<file path="config.mk">
export PLATFORM = sky130hd
export DESIGN_NAME = ps2_key_tracker
export DESIGN_NICKNAME = d
export VERILOG_FILES = /design/src/rtl/ps2_key_tracker_pkg.sv /design/src/rtl/ps2_frame_rx.sv /design/src/rtl/ps2_key_tracker.sv
export SDC_FILE = /design/constraint.sdc
export NUM_CORES = 1
export LEC_CHECK = 0
export ABC_AREA = 1
export ABC_CLOCK_PERIOD_IN_PS = 6820
export CORE_MARGIN = 3
export CORE_UTILIZATION = 45
export CTS_BUF_LIST = sky130_fd_sc_hd__clkbuf_8 sky130_fd_sc_hd__clkbuf_16
export CTS_CLUSTER_DIAMETER = 60
export DETAILED_ROUTE_END_ITERATION = 6
export PLACE_DENSITY = 0.74
export SYNTH_ARGS = -nofsm -noshare
export SYNTH_HDL_FRONTEND = slang
export SYNTH_HIERARCHICAL = 1
export SYNTH_SLANG_ARGS = --single-unit
</file>
<file path="constraint.sdc">
create_clock -name clk -period 6.82 [get_ports clk]
set_clock_uncertainty 0.1 [all_clocks]
set_input_delay 1.364 -clock clk [delete_from_list [all_inputs] [get_ports clk]]
set_output_delay 1.364 -clock clk [all_outputs]
set_load 0.1 [all_outputs]
</file>
<file path="src/rtl/ps2_key_tracker_pkg.sv">
// Shared definitions for the PS/2 key tracker.
// - Scancode constants for the prefixes and the controller replies.
// - Event record {ext, rel, code} and its bit offsets (10 bits).
// - Frame receiver state encoding and byte classification helpers.
package ps2_key_tracker_pkg;

  localparam logic [7:0] PS2_EXT    = 8'hE0;
  localparam logic [7:0] PS2_BRK    = 8'hF0;
  localparam logic [7:0] PS2_ACK    = 8'hFA;
  localparam logic [7:0] PS2_BAT    = 8'hAA;
  localparam logic [7:0] PS2_ECHO   = 8'hEE;
  localparam logic [7:0] PS2_RESEND = 8'hFE;

  localparam int unsigned EV_CODE_LSB = 0;
  localparam int unsigned EV_REL_BIT  = 8;
  localparam int unsigned EV_EXT_BIT  = 9;
  localparam int unsigned EV_W        = 10;

  typedef struct packed {
    logic       ext;
    logic       rel;
    logic [7:0] code;
  } ps2_event_t;

  typedef enum logic [1:0] {
    RX_IDLE,
    RX_DATA,
    RX_PARITY,
    RX_STOP
  } rx_state_t;

  // Controller replies that carry no key information.
  function automatic logic is_ignored(input logic [7:0] c);
    return (c == PS2_ACK) || (c == PS2_BAT) || (c == PS2_ECHO) || (c == PS2_RESEND);
  endfunction

  // Keyboard-side buffer overrun codes.
  function automatic logic is_overrun(input logic [7:0] c);
    return (c == 8'h00) || (c == 8'hFF);
  endfunction

endpackage

</file>
<file path="src/rtl/ps2_frame_rx.sv">
// PS/2 frame receiver in the system clock domain.
// Ports:
//   clk, reset      system clock, synchronous active-high reset
//   i_ps2_clk       raw PS2C (asynchronous)
//   i_ps2_data      raw PS2D (asynchronous)
//   o_byte          last good received byte
//   o_byte_valid    1-cycle pulse, o_byte is new
//   o_err           1-cycle pulse on bad start/parity/stop or mid-frame timeout
module ps2_frame_rx
  import ps2_key_tracker_pkg::*;
#(
  parameter int unsigned FILTER_LEN  = 4,
  parameter int unsigned TIMEOUT_CYC = 5000
) (
  input  logic       clk,
  input  logic       reset,
  input  logic       i_ps2_clk,
  input  logic       i_ps2_data,
  output logic [7:0] o_byte,
  output logic       o_byte_valid,
  output logic       o_err
);

  localparam int unsigned FW = $clog2(FILTER_LEN + 1);
  localparam int unsigned TW = $clog2(TIMEOUT_CYC + 1);

  logic          r_clk_s1, r_clk_s2, r_dat_s1, r_dat_s2;
  logic          r_clk_filt;
  logic [FW-1:0] r_fcnt;
  logic [TW-1:0] r_tmo;
  rx_state_t     r_state, w_state_nxt;
  logic [2:0]    r_bitcnt;
  logic [7:0]    r_shift;
  logic          r_par_ok;
  logic          w_flip, w_strobe, w_err, w_done;

  // Lines idle high, so the synchronisers reset to 1 to avoid a false edge.
  always_ff @(posedge clk) begin
    if (reset) begin
      r_clk_s1 <= 1'b1;
      r_clk_s2 <= 1'b1;
      r_dat_s1 <= 1'b1;
      r_dat_s2 <= 1'b1;
    end else begin
      r_clk_s1 <= i_ps2_clk;
      r_clk_s2 <= r_clk_s1;
      r_dat_s1 <= i_ps2_data;
      r_dat_s2 <= r_dat_s1;
    end
  end

  // The filtered clock follows the synchronised one only after it has
  // disagreed for FILTER_LEN consecutive cycles.
  assign w_flip   = (r_clk_s2 != r_clk_filt) && (r_fcnt == FW'(FILTER_LEN - 1));
  assign w_strobe = w_flip && r_clk_filt;

  always_ff @(posedge clk) begin
    if (reset) begin
      r_clk_filt <= 1'b1;
      r_fcnt     <= '0;
    end else if (r_clk_s2 == r_clk_filt) begin
      r_fcnt <= '0;
    end else if (w_flip) begin
      r_clk_filt <= r_clk_s2;
      r_fcnt     <= '0;
    end else begin
      r_fcnt <= r_fcnt + FW'(1);
    end
  end

  always_ff @(posedge clk) begin
    if (reset) begin
      r_tmo <= '0;
    end else if (w_strobe || (r_state == RX_IDLE)) begin
      r_tmo <= '0;
    end else if (r_tmo != TW'(TIMEOUT_CYC)) begin
      r_tmo <= r_tmo + TW'(1);
    end
  end

  always_ff @(posedge clk) begin
    if (reset) r_state <= RX_IDLE;
    else       r_state <= w_state_nxt;
  end

  always_comb begin
    w_state_nxt = r_state;
    w_err       = 1'b0;
    w_done      = 1'b0;
    if ((r_state != RX_IDLE) && (r_tmo == TW'(TIMEOUT_CYC))) begin
      w_state_nxt = RX_IDLE;
      w_err       = 1'b1;
    end else if (w_strobe) begin
      case (r_state)
        RX_IDLE: begin
          if (r_dat_s2) w_err = 1'b1;
          else          w_state_nxt = RX_DATA;
        end
        RX_DATA:   if (r_bitcnt == 3'd7) w_state_nxt = RX_PARITY;
        RX_PARITY: w_state_nxt = RX_STOP;
        RX_STOP: begin
          w_state_nxt = RX_IDLE;
          if (r_dat_s2 && r_par_ok) w_done = 1'b1;
          else                      w_err  = 1'b1;
        end
        default: w_state_nxt = RX_IDLE;
      endcase
    end
  end

  always_ff @(posedge clk) begin
    if (reset) begin
      r_bitcnt     <= '0;
      r_shift      <= '0;
      r_par_ok     <= 1'b0;
      o_byte       <= '0;
      o_byte_valid <= 1'b0;
      o_err        <= 1'b0;
    end else begin
      o_byte_valid <= w_done;
      o_err        <= w_err;
      if (w_done) o_byte <= r_shift;
      if (w_strobe) begin
        case (r_state)
          RX_IDLE: r_bitcnt <= '0;
          RX_DATA: begin
            r_shift  <= {r_dat_s2, r_shift[7:1]};
            r_bitcnt <= r_bitcnt + 3'd1;
          end
          // Odd parity: data plus parity bit must hold an odd number of ones.
          RX_PARITY: r_par_ok <= ^{r_shift, r_dat_s2};
          default: ;
        endcase
      end
    end
  end

endmodule

</file>
<file path="src/rtl/ps2_key_tracker.sv">
// PS/2 keyboard front end: frame receiver, E0/F0 prefix decoder, held-key
// table and event FIFO for the game controls.
// Ports:
//   clk, reset             system clock, synchronous active-high reset
//   ps2_clk, ps2_data      raw PS/2 lines
//   ev_valid/ev_ready      FIFO head handshake; pop on valid & ready
//   ev_code/ev_ext/ev_release  head event fields
//   held_codes             {ext,code} per slot, slot 0 (LSBs) = oldest
//   held_count             number of valid table slots
//   frame_err              pulse: receive error or keyboard overrun code
//   overflow               pulse: event dropped (FIFO full) or table full on a make
module ps2_key_tracker
  import ps2_key_tracker_pkg::*;
#(
  parameter int unsigned FILTER_LEN  = 4,
  parameter int unsigned TIMEOUT_CYC = 5000,
  parameter int unsigned MAX_KEYS    = 4,
  parameter int unsigned FIFO_DEPTH  = 8
) (
  input  logic                    clk,
  input  logic                    reset,
  input  logic                    ps2_clk,
  input  logic                    ps2_data,
  output logic                    ev_valid,
  input  logic                    ev_ready,
  output logic [7:0]              ev_code,
  output logic                    ev_ext,
  output logic                    ev_release,
  output logic [9*MAX_KEYS-1:0]   held_codes,
  output logic [3:0]              held_count,
  output logic                    frame_err,
  output logic                    overflow
);

  localparam int unsigned PW = $clog2(FIFO_DEPTH);

  logic [7:0]  w_rx_byte;
  logic        w_rx_valid, w_rx_err;

  logic        r_ext, r_brk, r_dv;
  ps2_event_t  r_ev;
  logic        r_frame_err, r_overflow;

  logic [8:0]  r_tab [MAX_KEYS];
  logic [8:0]  w_tab_nxt [MAX_KEYS];
  logic [3:0]  r_cnt, w_cnt_nxt;
  logic [8:0]  w_key;
  logic        w_hit, w_full, w_append, w_remove, w_tab_ovf;
  int unsigned w_hit_idx;

  ps2_event_t  r_mem [FIFO_DEPTH];
  logic [PW-1:0] r_wp, r_rp;
  logic [PW:0]   r_fcnt;
  logic        w_push, w_pop, w_wr, w_fifo_full, w_drop;

  ps2_frame_rx #(
    .FILTER_LEN  (FILTER_LEN),
    .TIMEOUT_CYC (TIMEOUT_CYC)
  ) u_rx (
    .clk          (clk),
    .reset        (reset),
    .i_ps2_clk    (ps2_clk),
    .i_ps2_data   (ps2_data),
    .o_byte       (w_rx_byte),
    .o_byte_valid (w_rx_valid),
    .o_err        (w_rx_err)
  );

  // Prefix decoder: registers one candidate event per good byte.
  always_ff @(posedge clk) begin
    if (reset) begin
      r_ext       <= 1'b0;
      r_brk       <= 1'b0;
      r_dv        <= 1'b0;
      r_ev        <= '0;
      r_frame_err <= 1'b0;
    end else begin
      r_dv        <= 1'b0;
      r_frame_err <= w_rx_err | (w_rx_valid & is_overrun(w_rx_byte));
      if (w_rx_valid) begin
        if (w_rx_byte == PS2_EXT) begin
          r_ext <= 1'b1;
        end else if (w_rx_byte == PS2_BRK) begin
          r_brk <= 1'b1;
        end else if (is_overrun(w_rx_byte)) begin
          r_ext <= 1'b0;
          r_brk <= 1'b0;
        end else if (!is_ignored(w_rx_byte)) begin
          r_dv  <= 1'b1;
          r_ev  <= '{ext: r_ext, rel: r_brk, code: w_rx_byte};
          r_ext <= 1'b0;
          r_brk <= 1'b0;
        end
      end
    end
  end

  assign w_key  = {r_ev.ext, r_ev.code};
  assign w_full = (r_cnt == 4'(MAX_KEYS));

  always_comb begin
    w_hit     = 1'b0;
    w_hit_idx = 0;
    for (int unsigned i = 0; i < MAX_KEYS; i++) begin
      if ((i < 32'(r_cnt)) && (r_tab[i] == w_key)) begin
        w_hit     = 1'b1;
        w_hit_idx = i;
      end
    end
  end

  // A make of a key already held is a typematic repeat and is swallowed.
  assign w_append  = r_dv && !r_ev.rel && !w_hit && !w_full;
  assign w_remove  = r_dv &&  r_ev.rel &&  w_hit;
  assign w_tab_ovf = r_dv && !r_ev.rel && !w_hit &&  w_full;
  assign w_push    = r_dv && !(!r_ev.rel && w_hit);

  // Removal compacts the table so slot order stays oldest-first.
  always_comb begin
    w_tab_nxt = r_tab;
    w_cnt_nxt = r_cnt;
    if (w_append) begin
      for (int unsigned i = 0; i < MAX_KEYS; i++) begin
        if (i == 32'(r_cnt)) w_tab_nxt[i] = w_key;
      end
      w_cnt_nxt = r_cnt + 4'd1;
    end else if (w_remove) begin
      for (int unsigned i = 0; i + 1 < MAX_KEYS; i++) begin
        if (i >= w_hit_idx) w_tab_nxt[i] = r_tab[i+1];
      end
      w_tab_nxt[MAX_KEYS-1] = '0;
      w_cnt_nxt = r_cnt - 4'd1;
    end
  end

  always_ff @(posedge clk) begin
    if (reset) begin
      for (int unsigned i = 0; i < MAX_KEYS; i++) r_tab[i] <= '0;
      r_cnt <= '0;
    end else begin
      r_tab <= w_tab_nxt;
      r_cnt <= w_cnt_nxt;
    end
  end

  always_comb begin
    held_codes = '0;
    for (int unsigned i = 0; i < MAX_KEYS; i++) held_codes[9*i +: 9] = r_tab[i];
  end
  assign held_count = r_cnt;

  // FIFO: a write into a full FIFO is accepted when the head leaves the same cycle.
  assign ev_valid    = (r_fcnt != '0);
  assign w_pop       = ev_valid && ev_ready;
  assign w_fifo_full = (r_fcnt == (PW+1)'(FIFO_DEPTH));
  assign w_wr        = w_push && (!w_fifo_full || w_pop);
  assign w_drop      = w_push && w_fifo_full && !w_pop;

  always_ff @(posedge clk) begin
    if (reset) begin
      for (int unsigned i = 0; i < FIFO_DEPTH; i++) r_mem[i] <= '0;
      r_wp       <= '0;
      r_rp       <= '0;
      r_fcnt     <= '0;
      r_overflow <= 1'b0;
    end else begin
      if (w_wr) begin
        r_mem[r_wp] <= r_ev;
        r_wp        <= r_wp + PW'(1);
      end
      if (w_pop) r_rp <= r_rp + PW'(1);
      r_fcnt     <= r_fcnt + (PW+1)'(w_wr) - (PW+1)'(w_pop);
      r_overflow <= w_drop | w_tab_ovf;
    end
  end

  assign ev_code    = r_mem[r_rp].code;
  assign ev_ext     = r_mem[r_rp].ext;
  assign ev_release = r_mem[r_rp].rel;
  assign frame_err  = r_frame_err;
  assign overflow   = r_overflow;

endmodule

</file>
# --- Word level (Yosys, flattened, before mapping) ---
# Memory sizes are Yosys's and may differ from the RTL's. A register that Yosys moved wholly into a read port is not among the register bits.
# Index checks and enable logic that the tools add are counted.
word_totals:
  latchBits: 0
  output_inout_bits: 53
  wordCells: 197
  mem_bits_rw: 80
  ff_bits: 110
  input_bits: 5
  memories: 1
  mem_bits_ro: 0
mem_list:
  columns: ["name", "depth", "width", "read_ports", "rd_clocked_by_memory_dff", "wr", "line", "rtl"]
  rows:
  - ["r_mem", 8, 10, 1, 1, 8, "ps2_key_tracker.sv:51", "ps2_event_t r_mem [FIFO_DEPTH];"]
classes:
  mul: 0
  order_cmp: 7
  n_shift: 0
  bitwise_logic: 9
  mux: 47
  addsub: 9
  n_div: 0
  eq_ne: 34
  reduce_logical: 60
ops:
  columns: ["cell", "count"]
  rows:
  - ["$mux W36", 2]
  - ["$ge A1 B32 Y1 const A", 2]
  - ["$mux W32", 2]
  - ["$mux W9", 7]
  - ["$eq A8 B8 Y1 const B", 7]
  - ["$eq A9 B9 Y1", 4]
  - ["$ge A2 B32 Y1 const A", 1]
  - ["$mux W1", 25]
  - ["$logic_and A1 B1 Y1", 20]
  - ["$reduce_and A3 Y1", 6]
  - ["$add A13 B1 Y13 const B", 1]
  - ["$eq A13 B13 Y1 const B", 1]
  - ["$ne A13 B13 Y1 const B", 1]
  - ["$add A3 B1 Y3 const B", 4]
  - ["$reduce_bool A2 Y1", 6]
  - ["$mux W10", 1]
  - ["$ne A2 B1 Y1 const B", 5]
  - ["$reduce_and A2 Y1", 5]
  - ["$reduce_or A10 Y1", 1]
  - ["$mux W3", 3]
  - ["$reduce_xor A9 Y1", 1]
  - ["$eq A2 B4 Y1 const A", 2]
  - ["$logic_not A8 Y1", 1]
  - ["$lt A1 B4 Y1 const A", 2]
  - ["other kinds (33)", 56]

# --- Depth between registers and ports, before layout ---
# Gate-level depths: netlist of run 1.
logic_depth:
  ltp_word: 15
  mapped_depth: 21

# --- Hierarchy ---
# The synthesis of run 1 kept the hierarchy.
modules_own_cells:
  columns: ["module", "instances", "cells_per_inst", "seq_area_each_um2", "area_per_inst_um2"]
  rows:
  - ["ps2_key_tracker", 1, 962, 3763.6, 7820.0]
  - ["ps2_frame_rx", 1, 272, 900.9, 2010.7]

# --- Worst setup path before layout of run 1 ---
# Ideal clock, no wire load.
synth_timing:
  kind: "register -> output"
  start: "register (tool-made name)"
  end: "output port ev_code[0]"
  stages_incl_launch_ff: 6
  setup_slack_ps: 2823
  arrival_time_ps: 2533
  required_time_ps: 5356
  path_buffers: 1
  cell_sequence: "dfxtp_1 clkbuf_1 nor2_1 nor2_1 o21ai_0 a31oi_1"
synth_lines:
  columns: ["element", "line", "rtl"]
  rows:
  - ["end: declaration", "ps2_key_tracker.sv:26", "output logic [7:0] ev_code,"]

==> summary.md, run 1 <==
| Metric | Value |
|---|---|
| Status | complete, no violations |
| DR vias/cell | between 5 and 6 |
| RSZ-0062 raised after global routing | false |
| HP Class | reg -> reg |
| Reg-to-reg critical path endpoint | r_mem[5][6]$_SDFFCE_PN0P_ |
| First-pass GRT wire length | between 30 and 40 mm |
| CTS Hold Bufs | 0 |
| HP Start | u_rx/r_clk_s1$_SDFF_PP1_ |
| Tot Pwr | around 2900 µW |
| Clock sink count | around 190 |
| Achievable Freq | a little over 0.2 GHz |
| Initial core utilization | between 40% and 50% |
| Vias | 7901 |
| Routed WL per cell | 15.1 µm |
| Largest net degree at the start of global routing | 68 |
| Post-synth ARST share | 0% |
| Routability congestion estimate | ~0.96 |
| Worst R2R Setup Slack | roughly 3.4 ns |
| Num CTS Buffers | 17 |
| Synthesized Nets | about 1300 |
| Worst-margin pin slew | approximately 1 ns |
| Resized Gates After CTS | 0 |
| Period utilization | a little over 70% |
| Critical path arrival | ~3.5 ns |
| Clock buffer depth | 2 |
| Leak Pwr | between 0.004 and 0.005 µW |
| Commonest non-fill, non-tap cell in the layout | nor2_1 |
| Nets@finish | ~1300 |
| Die height | roughly 150 µm |
| Crit path launch type | flip-flop |
| Worst-path clk slew | about 0.070 ns |
| Mapped cell area | between 9000 and 10000 µm² |
| Half-perimeter wire length after placement | ~16 mm |
| Vias in the first global route | ~7400 |
| Syn avg cell area | around 8 µm² |
| I/O Buffers | between 50 and 60 |
| # IOs | 58 |
| Seq cells post-synth | approximately 190 |
| CTS tree | built |
| Worst setup path class | reg -> out |
| N_diodes | 0 |
| Pwr per Cell Area | 266 nW/µm² |
| Clk_lat worst skew | around 0.44 ns |
| CP Capture Type | primary output |
| Setup_tns | 0 ns |
| Tmin final | about 5 ns |
| Die area | between 20000 and 25000 µm² |
| Yosys warns | 6 |
| Required @ worst endpoint | between 5 and 6 ns |
| Routed WL | 23.2 mm |
| Register area share after synthesis | 47.4% |
| Remaining global-route overflow | 0 |
| Row count | 53 |
| Setup bufs post-CTS | 0 |
| Core area | 21200 µm² |
| DP Cell Count | about 1500 |
| DIE WIDTH | 154 µm |
| Hold depth | 1 |
| Max cap viols | 0 |
| Final cell count without fillers | about 1500 |
| Setup violators final | 0 |
| ANT nets after route | 0 |
| Most frequent cells in the layout | nor2_1 (234), nand2_1 (225), o21ai_0 (113), dfxtp_1 (113), inv_1 (102) |
| Reg2Reg Depth | 13 |
| Fin Hold WS | 0.310 ns |
| Clock Root Buffer | clkbuf_16 |
| Max-slew violations | 0 |
| All-Layer GR Usage | about 20% |
| Reg2reg start | r_ev[2]$_SDFFE_PP0P_ |
| DRT iter0 DRCs | 600 |
| Layout Area Growth over Synthesis | 12.1% |
| Antenna violations before repair | 0 |
| Final Hold Vio Count | 0 |
| Drc violations | 0 |
| Netlist cell types | 40 |
| Drt first pass iters | 6 |
| Mapped Cells | 1234 |
| Slew HR | 33.0% |
| Sink of the worst hold path | u_rx/r_clk_s2$_SDFF_PP1_ |
| H-tree depth | 4 |
| Fraction of layout cells with a size suffix above 1 | 12.5% |
| Peak VDD IR | 0.257 mV |
| Number of synthesized flops with an enable pin | 80 |
| CP Max Fanout | between 40 and 50 |
| Top FF cell, synth | dfxtp_1 |
## state kept, by name, indices dropped and copies added, names as in the netlist, 2 cells and up, named ones only
register       count
held_codes        36
held_count         4
r_ev              10
r_fcnt             4
r_mem             80
r_rp               3
r_wp               3
u_rx/o_byte        8
u_rx/r_bitcnt      3
u_rx/r_fcnt        3
u_rx/r_shift       8
u_rx/r_state       2
u_rx/r_tmo        13
## cells in the mapped netlist, types with 2 or more instances
cell	number	area, µm²
nor2_1	234	878
clkbuf_1	34	128
edfxtp_1	80	2400
buf_6	16	180
ha_1	23	288
inv_2	11	41.3
a31oi_1	11	68.8
nor3_1	2	10.0
nor3_2	2	20.0
inv_1	102	383
buf_2	6	30.0
nor2_2	74	463
nand3b_1	2	15.0
clkinv_1	2	7.51
nand3_2	11	110
a21oi_1	46	230
o21ai_0	113	566
nor2_8	2	40.0
nor2_4	3	33.8
nand3_1	37	185
nand2_4	6	67.6
o21a_1	8	60.1
dfxtp_1	113	2260
o22ai_1	10	62.6
nand2_1	225	845
or2_2	6	37.5
nand3_4	3	52.6
nand2_2	4	25.0
nand4_1	10	62.6
xnor2_1	9	78.8
xor2_1	4	35.0
o21ai_1	16	80.1
buf_4	2	15.0
## worst max-delay path by stage
stage / start / endpoint / depth (start not counted)
2_1_floorplan: flip-flop / ev_code[0] / 5
3_3_place_gp: flip-flop / ev_release / 7
3_5_place_dp: flip-flop / ev_release / 7
4_1_cts: flip-flop / ev_release / 7
5_1_grt: flip-flop / ev_code[6] / 7
6_report: flip-flop / ev_code[5] / 7
## cell type report
type                    count  area (µm²)
fillers                  1970       10200
flip-flops and latches    193        4660
multi-input cells         867        4380
repair buffers             61         601
clock buffers              18         439
inverters                 115         432
well taps                 275         344
clock inverters            14         160
## report_power, final
group / internal [µW] / leakage (µW) / switching [µW]
sequential: 1240 / 0.00170 / 33.9
clock: 507 / 0.000297 / 499
combinational: 163 / 0.00220 / 492
total: 1910 / 0.00419 / 1020
## critical path: stages, from the launching register on
cell             delay (ns)
dfxtp_1                0.30
buf_4                  0.24
inv_1                  0.74
o21ai_0                0.24
o22ai_1                0.16
nor2_1                 0.06
a31oi_1                0.16
clkdlybuf4s50_1        1.15
## per-layer routing
layer  wire [µm]  global-route usage [%]
met1       10800                    28.2
met2       10800                    31.8
met3        1180                    3.12
met4         398                    6.01
met5           0                       0
## cell families (layout without fill, tap and decap cells)
kind of cell / count (synthesis) / in the layout / synth area share [%]
DFF: 193 / 193 / 47.4
buffers and inverters: 174 / 208 / 8.02
AOI/OAI and AO/OA: 208 / 208 / 11.2
adders and majority gates: 24 / 24 / 3.13
xor gates and xnor gates: 13 / 13 / 1.16
and+or+nand+nor: 622 / 622 / 29.0
## through the flow
step | area, µm² | setup slack, ns | util [%]
after detailed placement | 10400 | 2.38 | 49.1
after CTS | 11000 | 1.91 | 51.9
after floorplan | 9830 | 2.82 | -
after global placement | 10400 | 2.45 | 49.1
final | 11000 | 1.87 | 51.9
after global routing | 11000 | 1.62 | 51.9
Power figures use the tool's default switching activity.
==> inputs of run 2 (changes only) <==
--- a/config.mk
+++ b/config.mk
@@ -6,13 +6,13 @@
 export NUM_CORES = 1
 export LEC_CHECK = 0
 export ABC_AREA = 1
-export ABC_CLOCK_PERIOD_IN_PS = 6820
+export ABC_CLOCK_PERIOD_IN_PS = 4250
 export CORE_MARGIN = 3
 export CORE_UTILIZATION = 45
 export CTS_BUF_LIST = sky130_fd_sc_hd__clkbuf_8 sky130_fd_sc_hd__clkbuf_16
 export CTS_CLUSTER_DIAMETER = 60
 export DETAILED_ROUTE_END_ITERATION = 6
-export PLACE_DENSITY = 0.74
+export PLACE_DENSITY = 0.76
 export SYNTH_ARGS = -nofsm -noshare
 export SYNTH_HDL_FRONTEND = slang
 export SYNTH_HIERARCHICAL = 1
==> constraint.sdc (replaced) <==
create_clock -name clk -period 4.25 [get_ports clk]
set_clock_uncertainty 0.1 [all_clocks]
set_input_delay 0.85 -clock clk [delete_from_list [all_inputs] [get_ports clk]]
set_output_delay 0.85 -clock clk [all_outputs]
set_load 0.1 [all_outputs]
==> run 2 against run 1 <==
- clock-buffer cell count is 1 lower
- register-to-register slack got worse by 2.4 ns
- combinational power is 62% higher
- clock power rose by 61%
- critical path depth fell by 2
- largest cell class unchanged
- die area unchanged
- routed wire length increased by 0.19%
- first-iteration DRC count increased by 15%
- total power up 61%
- global-route usage fell by 0.33 points
==> summary.md, run 2 (synthesized netlist as in run 1, its figures left out) <==
| Metric | Value |
|---|---|
| CTS tree | built |
| Setup WS post-layout | 0.771 ns |
| First-pass GRT wire length | between 30 and 40 mm |
| Setup violators final | 0 |
| Period utilization | between 80% and 90% |
| Leak Pwr | ~0.0042 µW |
| Drc violations | 0 |
| Crit path max-delay cell type | dfxtp_1 |
| Half-perimeter wire length after placement | approximately 16 mm |
| Commonest non-fill, non-tap cell in the layout | nor2_1 |
| Clock sink count | slightly below 200 |
| Tot Pwr | between 4000 and 5000 µW |
| Remaining global-route overflow | 0 |
| DP Cell Count | between 1500 and 2000 |
| Vias | around 8000 |
| Die area | around 24000 µm² |
| Nets@finish | around 1300 |
| Resized Gates After CTS | 0 |
| Clk_lat worst skew | approximately 0.44 ns |
| DIE WIDTH | around 150 µm |
| NetSw | between 1500 and 2000 µW |
| Routability congestion estimate | slightly below 0.9 |
| CTS Hold Bufs | 0 |
| Setup_tns | 0 ns |
| Core area | around 21000 µm² |
| Combinational power share | ~23% |
| CP Max Fanout | 21 |
| Area after DPL | 10400 µm² |
| Achievable Freq | about 0.29 GHz |
| Pwr per Cell Area | 429 nW/µm² |
| CP cell instances | inv_1 > nor2_1 > o21ai_0 > a31oi_1 > buf_4 |
| Fin area | about 11000 µm² |
| Slew HR | between 30% and 40% |
| Worst-path clk slew | 0.08 ns |
| Largest register by flop count | r_mem |
| Buf/Inv on CP | 2 |
| CP Capture Type | primary output |
| Final cell count without fillers | approximately 1500 |
| N_diodes | 0 |
| Clk pwr share | approximately a third |
| Clock Root Buffer | clkbuf_16 |
| # IOs | 58 |
| Routed WL per cell | 15.1 µm |
| Vias in the first global route | ~7300 |
| Register share of total power | a little over two fifths |
| Setup bufs post-CTS | 0 |
| Worst-margin pin slew | ~1.0 ns |
| DP Worst Slack | around 0.94 ns |
| Antenna violations before repair | 0 |
| DRT iter0 DRCs | 689 |
| HP Class | reg -> reg |
| Most frequent cells in the layout | nor2_1 (234), nand2_1 (225), o21ai_0 (113), dfxtp_1 (113), inv_1 (102) |
| All-Layer GR Usage | between 10% and 20% |
| Crit path launch type | flip-flop |
| Sw Share | 35.8% |
| Peak VDD IR | between 0.3 and 0.4 mV |
| Crit-path max cell delay | approximately 0.74 ns |
| Required @ worst endpoint | between 3 and 4 ns |
| Worst setup path class | reg -> out |
| Number of flip-flops in the largest register | 80 |
| H-tree depth | 4 |
| Num CTS Buffers | 17 |
| Fraction of layout cells with a size suffix above 1 | roughly 14% |
| Initial core utilization | a little under half |
| Tmin final | around 3.5 ns |
| Critical path's top delay family | buffers and inverters |
| Die height | between 150 and 200 µm |
| Critical path arrival | 2.53 ns |
| I/O Buffers | 57 |
| Final Hold Vio Count | 0 |
| Fillers | 1948 |
| Cell Int Power | between 3000 and 4000 µW |
| Drt first pass iters | 5 |
| Layout Area Growth over Synthesis | 12.2% |
| Max cap viols | 0 |
| ANT nets after route | 0 |
| Routed WL | around 23 mm |
| Status | complete, no violations |
| DR vias/cell | approximately 5.2 |
| Largest net degree at the start of global routing | 67 |
| Clock buffer depth | 2 |
| Row count | 53 |
| RSZ-0062 raised after global routing | false |
| Max-slew violations | 0 |
[run 2: cell types whose count changed in the layout (fill, tap and decap cells not counted), sizes merged]
cell           delta
clkinv            +3
clkbuf            -1
buf              +13
inv               -2
clkdlybuf4s50    -10
[run 2: layout make-up]
class | count | area [µm²] | area share, %
tap | 275 | 344 | 3.12
multi-input combinational | 867 | 4380 | 39.7
timing repair buffer | 64 | 598 | 5.42
inverter | 115 | 432 | 3.91
clock buffer | 17 | 425 | 3.86
clock inverter | 15 | 190 | 1.72
sequential | 193 | 4660 | 42.3
[run 2: stage by stage]
step	utilization, %	hold slack [ns]
floorplan	-	0.289
global placement	49.1	0.295
detailed placement	49.1	0.303
CTS	52.0	0.320
global route	52.0	0.332
finish	52.0	0.312
[run 2: worst paths after layout]
| kind | to | from | cells after the start | slack (ns) |
|---|---|---|---|---|
| min reg2reg | u_rx/r_dat_s2$_SDFF_PP1_ | u_rx/r_dat_s1$_SDFF_PP1_ | 1 | 0.31 |
| max reg2reg | r_mem[5][1]$_SDFFCE_PN0P_ | r_ev[0]$_SDFFE_PP0P_ | 14 | 1.06 |
| min | u_rx/r_dat_s2$_SDFF_PP1_ | u_rx/r_dat_s1$_SDFF_PP1_ | 1 | 0.31 |
| max | ev_code[4] | flip-flop | 5 | 0.77 |
[run 2: power groups by stage]
stage                     combinational [µW]  sequential (µW)  clock, µW
after floorplan                          841             2050          0
after global placement                  1040             2080          0
after detailed placement                1060             2080          0
after CTS                               1060             2040       1650
after global routing                    1140             2050       1730
final                                   1060             2040       1630
[run 2: layer usage]
layer | part of all wire (%) | routed length [µm] | vias to the layer above | global-route usage (%)
met4 | 1.6 | 363 | 0 | 5.34
met1 | 44 | 10300 | 3672 | 27.9
met3 | 7.9 | 1840 | 35 | 4.08
li1 | - | - | 4026 | -
met5 | 0 | 0 | - | 0
met2 | 46 | 10800 | 310 | 30.6
